`config.mk`:
```
export PLATFORM = sky130hd
export DESIGN_NAME = elastic_reg_queue
export DESIGN_NICKNAME = d
export VERILOG_FILES = /design/src/rtl/elastic_reg_queue.sv
export SDC_FILE = /design/constraint.sdc
export NUM_CORES = 1
export LEC_CHECK = 0
export ABC_AREA = 1
export CAP_MARGIN = 5
export CORE_MARGIN = 2
export CORE_UTILIZATION = 54
export DETAILED_ROUTE_END_ITERATION = 8
export GPL_TIMING_DRIVEN = 0
export PLACE_DENSITY = 0.76
export SYNTH_ARGS = -nofsm -noshare
export SYNTH_HDL_FRONTEND = slang
export SYNTH_SLANG_ARGS = --single-unit
export TNS_END_PERCENT = 30
```
`constraint.sdc`:
```
create_clock -name CLK -period 2.29 [get_ports CLK]
set_input_delay 0.458 -clock CLK [delete_from_list [all_inputs] [get_ports CLK]]
set_output_delay 0.458 -clock CLK [all_outputs]
set_load 0.02 [all_outputs]
```
`src/rtl/elastic_reg_queue.sv`:
```
// -----------------------------------------------------------------------------
// elastic_reg_queue
//   Elastic register with a DEPTH-entry pending-write FIFO. A committed value
//   is always presented on OUT_READ. Producer writes that arrive before the
//   reader has consumed the current value are queued in order. Each reader
//   consume then promotes the oldest pending write into the committed register.
//
// Ports
//   CLK, RST              clock, asynchronous active-high reset
//   IN_WRITE[_VALID]      write data token           -> IN_WRITE_CONSUMED
//   IN_EN_WRITE[_VALID]   write enable token (0=nop) -> IN_EN_WRITE_CONSUMED
//   OUT_READ[_VALID]      committed value, valid is always 1
//   OUT_READ_CONSUMED     reader takes the committed value this cycle
//   PEND_COUNT, FULL      pending-queue occupancy / occupancy == DEPTH
// -----------------------------------------------------------------------------

// One pending-entry storage slot. Contents are not reset: entries are only
// meaningful while they are counted as pending, so the occupancy count alone
// discards them on reset.
module elastic_reg_queue_slot #(
  parameter int WIDTH = 8
) (
  input  logic             clk_i,
  input  logic             we_i,
  input  logic [WIDTH-1:0] d_i,
  output logic [WIDTH-1:0] q_o
);
  logic [WIDTH-1:0] data_q;

  always_ff @(posedge clk_i) begin
    if (we_i) data_q <= d_i;
  end

  assign q_o = data_q;
endmodule

module elastic_reg_queue #(
  parameter int               WIDTH = 8,
  parameter int               DEPTH = 4,
  parameter logic [WIDTH-1:0] INIT  = '0
) (
  input  logic                       CLK,
  input  logic                       RST,
  input  logic [WIDTH-1:0]           IN_WRITE,
  input  logic                       IN_WRITE_VALID,
  output logic                       IN_WRITE_CONSUMED,
  input  logic                       IN_EN_WRITE,
  input  logic                       IN_EN_WRITE_VALID,
  output logic                       IN_EN_WRITE_CONSUMED,
  output logic [WIDTH-1:0]           OUT_READ,
  output logic                       OUT_READ_VALID,
  input  logic                       OUT_READ_CONSUMED,
  output logic [$clog2(DEPTH+1)-1:0] PEND_COUNT,
  output logic                       FULL
);
  localparam int CW = $clog2(DEPTH + 1);
  localparam int PW = (DEPTH > 1) ? $clog2(DEPTH) : 1;

  logic [WIDTH-1:0] commit_q, commit_d;
  logic [CW-1:0]    count_q,  count_d;
  logic [PW-1:0]    rd_ptr_q, rd_ptr_d;
  logic [PW-1:0]    wr_ptr_q, wr_ptr_d;

  logic [DEPTH-1:0][WIDTH-1:0] slot_q;
  logic [DEPTH-1:0]            slot_we;
  logic [WIDTH-1:0]            head;

  logic full, empty, accept, enq, cons, push, pop;

  // Pointers wrap by explicit compare so any DEPTH works, not only 2^n.
  function automatic logic [PW-1:0] ptr_inc(input logic [PW-1:0] p);
    return (p == PW'(DEPTH - 1)) ? '0 : p + 1'b1;
  endfunction

  // ---------------------------------------------------------------------------
  // Handshake: accept depends on the registered count only, so the reader's
  // consume never reaches the CONSUMED outputs combinationally. A slot freed by
  // a consume this cycle becomes usable on the next cycle.
  // ---------------------------------------------------------------------------
  assign full   = (count_q == CW'(DEPTH));
  assign empty  = (count_q == '0);
  assign accept = IN_WRITE_VALID && IN_EN_WRITE_VALID && !full;
  assign enq    = accept && IN_EN_WRITE;
  assign cons   = OUT_READ_CONSUMED;

  // With nothing pending, a write that meets a consume goes straight into the
  // committed register and never touches the FIFO.
  assign push = enq && !(empty && cons);
  assign pop  = cons && !empty;

  assign IN_WRITE_CONSUMED    = accept;
  assign IN_EN_WRITE_CONSUMED = accept;
  assign OUT_READ             = commit_q;
  assign OUT_READ_VALID       = 1'b1;
  assign PEND_COUNT           = count_q;
  assign FULL                 = full;

  // ---------------------------------------------------------------------------
  // Pending storage: one slot instance per entry.
  // ---------------------------------------------------------------------------
  genvar i;
  generate
    for (i = 0; i < DEPTH; i++) begin : g_slot
      assign slot_we[i] = push && (wr_ptr_q == PW'(i));
      elastic_reg_queue_slot #(.WIDTH(WIDTH)) u_slot (
        .clk_i (CLK),
        .we_i  (slot_we[i]),
        .d_i   (IN_WRITE),
        .q_o   (slot_q[i])
      );
    end
  endgenerate

  assign head = slot_q[rd_ptr_q];

  // ---------------------------------------------------------------------------
  // Next state
  // ---------------------------------------------------------------------------
  always_comb begin
    commit_d = commit_q;
    if (empty && enq && cons) commit_d = IN_WRITE;
    else if (pop)             commit_d = head;
  end

  always_comb begin
    rd_ptr_d = rd_ptr_q;
    wr_ptr_d = wr_ptr_q;
    if (pop)  rd_ptr_d = ptr_inc(rd_ptr_q);
    if (push) wr_ptr_d = ptr_inc(wr_ptr_q);
  end

  // push is impossible while full and pop is impossible while empty, so the
  // count stays within 0..DEPTH.
  always_comb begin
    count_d = count_q;
    if (push && !pop)      count_d = count_q + 1'b1;
    else if (pop && !push) count_d = count_q - 1'b1;
  end

  always_ff @(posedge CLK or posedge RST) begin
    if (RST) begin
      commit_q <= INIT;
      count_q  <= '0;
      rd_ptr_q <= '0;
      wr_ptr_q <= '0;
    end else begin
      commit_q <= commit_d;
      count_q  <= count_d;
      rd_ptr_q <= rd_ptr_d;
      wr_ptr_q <= wr_ptr_d;
    end
  end
endmodule

```
==> results.toml <==
[outcome]
status = "finished, final reports clean"

[sta]
finalCriticalPeriod_ns = 2.20
setup_viol = 0
hold_slack_ns = 0.515
rsz0062_at_grt = "false"
relSlewSlack_pct = 44.7
tightest_slew_ns = 0.827
finalHoldViolations = 0
fin_ws_ns = 0.0861
timing.fmax_mhz = 454
drv_slew = 0
fin_crit_sh_pct = 96.2
clock-skew-final_ns = 0.00978

[pwr]
powerDensity_nw_per_um2 = 1120
p_comb_share_pct = 42.4
peakVddDrop_mv = 0.675
swShare_pct = 38.3
power.leakage_nw = 1.15
power_frac_seq_pct = 40.5
power_w = 0.00298
p_sw_w = 0.00114
intPower_w = 0.00184
p_clk_share_pct = 17.1

[grt]
grt_pass1_vias = 1394
gr-total-overflow = 0
grt_pass1_wl_um = 6700
antenna_found_initial = 0
grt_usage_pct = 20.8
grt_max_degree = 16

[floorplan]
core-area_um2 = 3970
die_height_um = 68.1
rows = 23
die_x_um = 68.1
die-area_um2 = 4640
initial_core_util_pct = 55.9
ios = 29

[route]
firstDrtPassIters = 4
drt_iter0_markers = 147
drt-wirelength-per-cell_um = 13.9
avgViaCountPerCell = 5.00
wl_um = 4150
drcViolationCount = 0
vias = 1489
antenna_left = 0

[clocking]
cts_made_buffers = 5
clk_pin_slew_ns = 0.08
h-tree-depth = 2
clock_path_buffers = 2
insertion_delay_ns = 0.30
cts_root_buf = "clkbuf_8"
cts_tree = "yes"
clock-sinks = 47

[synth]
synth_simple_gate_area_share_pct = 24.1
seq_area_frac_synth_pct = 60.2
synth_fa_ha_area_share_pct = 4.29
ys_types = 27
ys_ff_latch = 47
synth_area_um2 = 2220
ys.warnings.count = 0
synth-compound-area-share_pct = 2.82
syn_avg_cell_area_um2 = 10.5
syn-num-nets = 233
synth_xor_xnor_area_share_pct = 0.790
synth_top_family_by_area = "simple AND/OR/NAND/NOR gates"
synth_mux_area_share_pct = 0.508
syn_inst = 212

[critical_path]
cp-end-kind = "flip-flop"
startpoint_type = "primary input"
cp_max_fo = 3
worstPathRequired_ns = 2.47
critPathKind = "primary input to flip-flop"
arrival_ns = 2.38

[placed_design]
routabilityCongestion = 0.822
place_ws_ns = -0.247
dpl_cell_area_um2 = 2550
hpwl_um = 2860
port_buffers = 27

[worst_hold_path]
hold_path.class = "primary input to asynchronous set/reset pin"

[final_layout]
nNetsFinal = 268
area_delta_synth_final_pct = 19.7
n_antenna_cell = 0
layout-drive-gt1-share_pct = 13.3
mostFrequentLayoutCell = "nand2_1"
final_cell_mix = "nand2_1, nand3_1, edfxtp_1"
stdcell_area_um2 = 2660

[flow_run]
maxCapViolCount = 0
==> critical path, cell delays in order <==
cell and delay, ns:
clkdlybuf4s50_1 0.45, nand2_1 0.09, inv_1 0.08, nand3_2 0.11, nor2_4 0.16, ha_1 0.15
inv_1 0.07, fa_1 0.40, a21oi_2 0.14, o21ai_0 0.11, xor2_1 0.16
==> layer usage <==
layer  part of all wire, %  up-vias  track usage (%)
li1                      -      755                -
met2                    49       45             31.3
met1                    43      679             28.5
met3                   6.2       10             6.41
met4                   2.1        0             7.75
met5                     0        -                0
==> state kept, by name, indices dropped and copies added (netlist names) <==
register and count:
OUT_READ 8, PEND_COUNT 3, g_slot.u_slot.q_o 32, rd_ptr_q 2
wr_ptr_q 2
==> cells by family after synthesis <==
kind of cell / count (synthesis)
flip-flops: 47
XOR/XNOR: 2
multiplexers: 1
AND/OR/NAND/NOR: 113
buffers and inverters: 33
adder cells (fa/ha/maj): 7
other: 1
AO/OA/AOI/OAI: 8
==> power groups by stage <==
stage	Clock [W]	Sequential, W	Combinational [W]
final	0.000510	0.00121	0.00126
after global routing	0.000562	0.00123	0.00141
after CTS	0.000525	0.00121	0.00127
after detailed placement	0	0.00123	0.00126
after global placement	0	0.00122	0.00123
after floorplan	0	0.00133	0.000702
==> cell type report <==
class | count | area (um2)
flip-flops and latches | 47 | 1340
fillers | 322 | 1320
multi-input cells | 132 | 729
repair buffers | 28 | 279
inverters | 25 | 96.3
clock buffers | 7 | 86.3
well taps | 50 | 62.6
plain buffers | 8 | 60.1
clock inverters | 1 | 5.00
==> path summary, 6_finish.rpt <==
| kind | start | end | slack (ns) | cells after the start |
|---|---|---|---|---|
| worst max-delay path | IN_WRITE_VALID | PEND_COUNT[2] | 0.09 | 11 |
| worst min-delay path | RST | rd_ptr_q[0] | 0.52 | 2 |
| worst max register to register | PEND_COUNT[0] | PEND_COUNT[2] | 0.19 | 10 |
| worst min register to register | OUT_READ[6] | OUT_READ[6] | 0.52 | 2 |
| max in group asynchronous | RST | wr_ptr_q[0] | 1.39 | 2 |
| min in group CLK | OUT_READ[6] | OUT_READ[6] | 0.52 | 2 |
==> synthesized netlist by cell type <==
| cell type | count | area, um2 |
|---|---|---|
| inv_1 | 20 | 75.1 |
| xor2_1 | 1 | 8.76 |
| clkinv_1 | 1 | 3.75 |
| nor2_8 | 1 | 20.0 |
| o21ai_0 | 5 | 25.0 |
| nand2_2 | 2 | 12.5 |
| nand3_4 | 2 | 35.0 |
| edfxtp_1 | 32 | 961 |
| buf_4 | 3 | 22.5 |
| mux2_2 | 1 | 11.3 |
| nor2_4 | 1 | 11.3 |
| a21oi_4 | 2 | 32.5 |
| buf_6 | 2 | 22.5 |
| fa_1 | 1 | 20.0 |
| buf_2 | 3 | 15.0 |
| nand3_2 | 2 | 20.0 |
| ha_1 | 6 | 75.1 |
| inv_2 | 3 | 11.3 |
| inv_4 | 1 | 6.26 |
| nand2_1 | 67 | 251 |
| a21oi_1 | 1 | 5.00 |
| nor2_2 | 1 | 6.26 |
| nand3_1 | 32 | 160 |
| xnor2_1 | 1 | 8.76 |
| dfrtp_1 | 15 | 375 |
| nor2_1 | 5 | 18.8 |
| conb_1 | 1 | 3.75 |
==> stage by stage <==
step	utilization, %	TNS (ns)	std cells
after floorplan	-	0	212
final	66.9	0	298
after global placement	64.2	-5.08	289
after CTS	66.5	0	297
after global routing	66.9	0	298
after detailed placement	64.2	-5.25	289
==> what timing repair did <==
| item | in CTS | in global routing |
|---|---|---|
| buffers inserted | 0 | 1 |
| pin swaps | 0 | 1 |
| setup endpoints to repair | 1 | 2 |
| resized for setup | 1 | 2 |
| hold buffers | 0 | 0 |
Power figures use the tool's default switching activity.
